[src/rtl/seg7_pkg.sv]
// Shared types and segment patterns for the seg7 scan driver.
// Patterns are active-low, bit 0 = segment a ... bit 6 = segment g.
package seg7_pkg;

  localparam int NUM_DIGITS = 4;

  typedef enum logic [1:0] {
    DIG0 = 2'd0,
    DIG1 = 2'd1,
    DIG2 = 2'd2,
    DIG3 = 2'd3
  } scan_t;

  localparam logic [6:0] SEG_BLANK = 7'b1111111;
  localparam logic [6:0] SEG_DASH  = 7'b0111111;

  localparam logic [6:0] SEG_0 = 7'b1000000;
  localparam logic [6:0] SEG_1 = 7'b1111001;
  localparam logic [6:0] SEG_2 = 7'b0100100;
  localparam logic [6:0] SEG_3 = 7'b0110000;
  localparam logic [6:0] SEG_4 = 7'b0011001;
  localparam logic [6:0] SEG_5 = 7'b0010010;
  localparam logic [6:0] SEG_6 = 7'b0000010;
  localparam logic [6:0] SEG_7 = 7'b1111000;
  localparam logic [6:0] SEG_8 = 7'b0000000;
  localparam logic [6:0] SEG_9 = 7'b0010000;

  function automatic scan_t next_slot(
    input scan_t s
  );
    scan_t n;
    n = DIG0;
    unique case (s)
      DIG0: n = DIG1;
      DIG1: n = DIG2;
      DIG2: n = DIG3;
      DIG3: n = DIG0;
    endcase
    return n;
  endfunction

  function automatic logic [3:0] slot_anode(
    input scan_t s
  );
    logic [3:0] a;
    a = 4'b1111;
    unique case (s)
      DIG0: a = 4'b1110;
      DIG1: a = 4'b1101;
      DIG2: a = 4'b1011;
      DIG3: a = 4'b0111;
    endcase
    return a;
  endfunction

endpackage

[src/rtl/seg7_scan_driver_bcd_to_seg7.sv]
// BCD to active-low seven-segment decoder.
// Codes above 9 render as a dash.
module bcd_to_seg7
  import seg7_pkg::*;
(
  input  logic [3:0] code,
  output logic [6:0] seg
);

  always_comb begin
    seg = SEG_DASH;
    unique case (code)
      4'd0:    seg = SEG_0;
      4'd1:    seg = SEG_1;
      4'd2:    seg = SEG_2;
      4'd3:    seg = SEG_3;
      4'd4:    seg = SEG_4;
      4'd5:    seg = SEG_5;
      4'd6:    seg = SEG_6;
      4'd7:    seg = SEG_7;
      4'd8:    seg = SEG_8;
      4'd9:    seg = SEG_9;
      default: seg = SEG_DASH;
    endcase
  end

endmodule

[src/rtl/seg7_scan_driver.sv]
// Four-digit multiplexed seven-segment scan driver.
// Optional leading-zero blanking via `define SEG7_LZB_EN.
module seg7_scan_driver
  import seg7_pkg::*;
#(
  parameter int CLK_DIV    = 50000,
  parameter int DATA_WIDTH = 4
) (
  input  logic                             clk,
  input  logic                             rst,
  input  logic                             ena,
  input  logic                             load,
  input  logic [NUM_DIGITS*DATA_WIDTH-1:0] bcd_in,
  output logic [6:0]                       seg,
  output logic [3:0]                       an
);

  localparam int PW =
    (CLK_DIV > 1) ? $clog2(CLK_DIV) : 1;
  localparam logic [PW-1:0] TC = PW'(CLK_DIV - 1);
  localparam int SW = NUM_DIGITS * DATA_WIDTH;

  logic [PW-1:0]       cnt;
  logic                tick;
  scan_t               state;
  logic [SW-1:0]       shadow;
  logic [DATA_WIDTH-1:0] digit;
  logic [6:0]          dec;
  logic                lz;

  assign tick = ena && (cnt == TC);

  always_ff @(posedge clk) begin
    if (rst) begin
      cnt <= '0;
    end else if (ena) begin
      if (tick) cnt <= '0;
      else      cnt <= cnt + 1'b1;
    end
  end

  always_ff @(posedge clk) begin
    if (rst) begin
      state <= DIG0;
    end else if (tick) begin
      state <= next_slot(state);
    end
  end

  always_ff @(posedge clk) begin
    if (rst) begin
      shadow <= '0;
    end else if (load) begin
      shadow <= bcd_in;
    end
  end

  always_comb begin
    digit = '0;
    unique case (state)
      DIG0: digit = shadow[3:0];
      DIG1: digit = shadow[7:4];
      DIG2: digit = shadow[11:8];
      DIG3: digit = shadow[15:12];
    endcase
  end

  bcd_to_seg7 u_dec (
    .code (digit),
    .seg  (dec)
  );

`ifdef SEG7_LZB_EN
  // A slot blanks only when it and every higher digit are zero.
  always_comb begin
    lz = 1'b0;
    unique case (state)
      DIG0: lz = 1'b0;
      DIG1: lz = (shadow[15:4] == '0);
      DIG2: lz = (shadow[15:8] == '0);
      DIG3: lz = (shadow[15:12] == '0);
    endcase
  end
`else
  assign lz = 1'b0;
`endif

  always_ff @(posedge clk) begin
    if (rst || !ena) begin
      an  <= 4'b1111;
      seg <= SEG_BLANK;
    end else begin
      an  <= slot_anode(state);
      seg <= lz ? SEG_BLANK : dec;
    end
  end

endmodule
[config.mk]
export PLATFORM = sky130hd
export DESIGN_NAME = seg7_scan_driver
export DESIGN_NICKNAME = d
export VERILOG_FILES = /design/src/rtl/seg7_pkg.sv /design/src/rtl/seg7_scan_driver_bcd_to_seg7.sv /design/src/rtl/seg7_scan_driver.sv
export SDC_FILE = /design/constraint.sdc
export NUM_CORES = 1
export LEC_CHECK = 0
export ABC_AREA = 1
export CAP_MARGIN = 10
export CORE_MARGIN = 5
export CORE_UTILIZATION = 40
export CTS_CLUSTER_SIZE = 24
export DETAILED_ROUTE_END_ITERATION = 6
export GPL_TIMING_DRIVEN = 1
export HOLD_SLACK_MARGIN = 0.12
export PLACE_DENSITY = 0.67
export SLEW_MARGIN = 20
export SYNTH_ARGS = -nofsm -noshare
export SYNTH_HDL_FRONTEND = slang
export SYNTH_HIERARCHICAL = 1
export SYNTH_SLANG_ARGS = --single-unit
[constraint.sdc]
create_clock -name clk -period 5.7 [get_ports clk]
set_input_delay 0.855 -clock clk [delete_from_list [all_inputs] [get_ports clk]]
set_output_delay 0.855 -clock clk [all_outputs]
set_load 0.02 [all_outputs]
Word level (Yosys, flattened, before mapping) --
Memories as Yosys holds them, arrays and structs flattened. A register that Yosys moved wholly into a read port is not among the register bits. Cells that the tools add are included.
Cells by class: add/subtract/negate cells 1, equal/unequal tests 4, mux-type cells 4, reductions and logical operators 4
Operators by type and width (number):
- 4-bit one-hot mux with 4 select lines | 2
- 16-bit by 1-bit adder with 16-bit output, second input constant | 1
- 16-bit == test, second input constant | 1
- 16-bit 2-to-1 mux | 1
- 2-bit one-hot mux with 4 select lines | 1
- 2-bit == test, second input constant | 2
- 2-bit by 1-bit == test with 1-bit output, second input constant | 1
- 2-bit logical NOT | 1
- 1-bit logical AND | 1
- 1-bit logical NOT | 1
- 1-bit logical OR | 1
Storage, ports and cells: bits in registers 38, memory bits (read-only) 112, input bits 20, output and inout bits 11, logic and storage cells 18, memories 1
Memory list:
- (name not given) | depth 16, width 7, read ports 1, clocked after Yosys merged registers in 1, wr ports 0, line seg7_scan_driver_bcd_to_seg7.sv:12 | unique case (code)

Depth between registers and ports, before layout --
word-level depth 3, depth in mapped cells 13, gate-level depth less buffers 13

Cells and area by module --
Netlist, hierarchy kept.
Modules (own cells, without submodules):
- seg7_scan_driver | instances 1, cells each 264, area an instance 1950.6 µm², seq. area each 900.9 µm²
- bcd_to_seg7 | instances 1, cells each 35, area an instance 186.4 µm², seq. area each 0.0 µm²

Least setup slack after synthesis --
Ideal clock, no wire load.
path kind flip-flop to flip-flop, start point register state[0], end point register seg[3], setup time 0.119 ns, data arrival time 1.801 ns, required time 5.581 ns, slack 3.780 ns, cell stages (with the launch flop) 13, buffers on the path 0, clock period less this slack 1.920 ns, cell sequence dfxtp_1 inv_1 ha_1 inv_1 nor2_1 a31oi_1 inv_1 ha_1 nand2_1 nand3_1 nand2_1 inv_1 nand2_1
Between the ends: cells in the longest elaborated chain, start to end 2, elaborated cells on any way between the ends 5, classes of those cells eq/ne: 3; mux: 1; reduce/logical: 1
RTL lines:
- start, declared | line seg7_scan_driver.sv:25 | scan_t state;
- start signal, assigned | line seg7_scan_driver.sv:46 | state <= next_slot(state);
- 2-bit == test (tied with other cells) | line seg7_scan_driver.sv:60 | unique case (state)
- 4-bit one-hot mux with 4 select lines * | line seg7_scan_driver.sv:60
- named net digit[1] | line seg7_scan_driver.sv:27 | logic [DATA_WIDTH-1:0] digit;
- end, declared | line seg7_scan_driver.sv:14 | output logic [6:0] seg,
Mark *: on every way through the listed nets, which the timed path passes. The rest lies on a longest branch. A chain may end at the register's enable or synchronous reset.

Worst setup path after layout --
Ends and elaborated chain as after synthesis.

==> results.cfg <==
[layout]
drive_gt1_share_pct = 8.73
nets = 361
fillers = 559
area_growth_syn_to_layout_pct = 21.4
antenna_cells = 0

[logic_synthesis]
synth_top_area_cell = dfxtp_1
synth.avg_cell_area_um2 = 7.15
syn-num-nets = 329
synth_area_leaders = dfxtp_1 42%, nor2_1 12%, nand2_1 11%
yosysUniqueCellTypes = 26
yosysSeqAreaShare_pct = 42.2
netlist_instances = 299
synth_seq_cells = 45
yosysTopAreaCellShare_pct = 42.2
ys_warn_count = 6
syn_area_um2 = 2140

[routing]
ant_nets = 0
remaining_drc_errors = 0
first_iter_violations = 92
wl_per_cell_um = 10.9
dr.pass1.iters = 4
avgViaCountPerCell = 4.61
vias = 1853
wl_um = 4390

[timing]
max_slew_margin_pct = 54.3
fmax_mhz = 438
clock-skew-final_ns = 0.0101
slew_viol_final = 0
fin_crit_ns = 2.28
setup_tns_ns = 0
max_slew.worst_pin.slew_ns = 0.682
setup_violations = 0
hold_viol = 0
timing.final.ws_setup_ns = 3.42
fin_crit_sh_pct = 40.1
grt_setup_unrepaired = no

[critical_path]
end_kind = flip-flop
worstRegToRegCells = 12
rrSetupSlack_ns = 3.42
arrival_ns = 2.46
reg2reg_from = state[0]
critical-path-top-delay-family = adder cells
worst-path-buf-inv = 4
worstSetupPathType = reg2reg
worstPathRequired_ns = 5.88
crit_chain = inv_1 -> ha_1 -> inv_1 -> nor2_1 -> a31oi_1 -> inv_1 -> ha_1 -> nand2_1 -> nand3_1 -> nand2_1 -> inv_1 -> nand2_1
crit_top_cell = inv_1
slowest_delay_ns = 0.38
slowest_stage = a31oi_1
cp_max_fo = 7
timing.rr.end = seg[3]
cp-start-kind = flip-flop

[floorplan]
dieArea_um2 = 6900
core_area_um2 = 5140
start_util_pct = 41.6
die_w_um = 83.1
dieHeight_um = 83.1
rows = 26
ioPinCount = 31

[placement]
io_buffers = 30
place_ws_ns = 3.24
dp_hpwl_um = 3390
routabilityCongestion = 0.860

[cts]
clkLatencyLatePin_ns = 0.31
holdBufCountCts = 0
cts-buffers-inserted = 5
clkSinkCount = 45
clk_pin_slew_worst_paths_ns = 0.09
postCtsSetupBuffers = 0
cts_tree = built
clk_path_buf_depth = 2
htreeDepth = 2
ctsResizeCount = 0
root_buffer = clkbuf_8

[pwr]
ir_drop_mv = 0.101
p_total_mw = 0.603
p_leak_nw = 1.08
power_density_nw_per_um2 = 233

[global_route]
antenna_found_initial = 0
grt.overflow.total = 0
first_global_vias = 1716
grt_max_degree = 26
grt_pass1_wl_um = 7680
track_usage_pct = 13.4

[run_status]
status = finished, final reports clean

[worst_hold_path]
hold_class = reg2reg
whs_endpoint = cnt[13]
hp-start = cnt[13]
min_delay_path_depth = 2

[flow_run]
cap_viol_max_count = 0
-- power breakdown --
part	switching [mW]	leakage [nW]	total [mW]	internal, mW
Combinational	0.0377	0.663	0.0694	0.0318
Clock	0.114	0.0481	0.201	0.0870
Sequential	0.00555	0.369	0.333	0.327
Total	0.158	1.08	0.603	0.446
-- how the worst max path moves through the flow --
| stage | endpoint | startpoint | depth (start not counted) | slack (ns) |
|---|---|---|---|---|
| after floorplan | seg[3] | state[0] | 12 | 3.78 |
| after global placement | seg[5] | ena | 4 | 3.26 |
| after detailed placement | an[0] | ena | 4 | 3.24 |
| after CTS | seg[3] | state[0] | 12 | 3.41 |
| after global routing | seg[3] | state[0] | 12 | 3.25 |
| final | seg[3] | state[0] | 12 | 3.42 |
-- final cells by class --
type | count | area (um^2) | share of cell area, %
inverters | 33 | 124 | 4.77
repair buffers | 30 | 300 | 11.6
well taps | 70 | 87.6 | 3.38
multi-input cells | 216 | 1090 | 42.0
clock buffers | 5 | 68.8 | 2.65
flip-flops and latches | 45 | 901 | 34.7
clock inverters | 3 | 22.5 | 0.868
-- cell usage after synthesis, drive strengths merged --
cell type,count
nand3,18
o21ai,19
clkbuf,3
xor2,3
or2,2
o22ai,1
xnor2,1
nor2,76
a31oi,4
o21bai,4
dfxtp,45
inv,33
nor3,1
nand4,3
a21oi,7
nand2,67
buf,2
ha,10
-- flip-flops by register name, indices dropped and copies added, names as in the netlist --
signal,cells
cnt,16
an,4
shadow,16
seg,7
state,2
-- cells in the final DEF (no fill, tap or decap), drive strengths merged --
master         netlist  routed
dfxtp               45      45
inv                 33      33
ha                  10      10
a21oi                7       7
nand2               67      67
clkbuf               3       5
nand3               18      18
clkinv               0       3
xnor2                1       1
a31oi                4       4
nand4                3       3
xor2                 3       3
o21ai               19      19
o22ai                1       1
o21bai               4       4
nor2                76      76
nor3                 1       1
clkdlybuf4s50        0      30
or2                  2       2
-- layer usage --
layer	global-route usage, %	share of wire [%]
met3	3.17	6.6
met5	0	0
met1	17.6	47
met4	5.79	2.1
met2	21.0	44
-- per-stage QoR --
stage | hold WS (ns) | std cells | cell area (um^2) | utilization (%)
after CTS | 0.495 | 402 | 2590 | 50.5
after detailed placement | 0.474 | 394 | 2500 | 48.7
final | 0.487 | 402 | 2590 | 50.5
after global routing | 0.520 | 402 | 2590 | 50.5
after floorplan | 0.452 | 299 | 2140 | -
after global placement | 0.467 | 394 | 2500 | 48.7
-- logic make-up after synthesis --
logic type | count (synthesis) | share of synthesized area (%)
simple gates | 167 | 34.4
flops | 45 | 42.2
buf+inv | 38 | 6.79
compound gates | 35 | 9.13
fa+ha+maj | 10 | 5.85
xor+xnor | 4 | 1.64
-- worst min-delay path, cell delays in order, from the launching register on --
cell and delay, ns:
dfxtp_1 0.34, a21oi_1 0.04, nor2_1 0.08
Note: power is estimated with default switching activity, not from simulation.
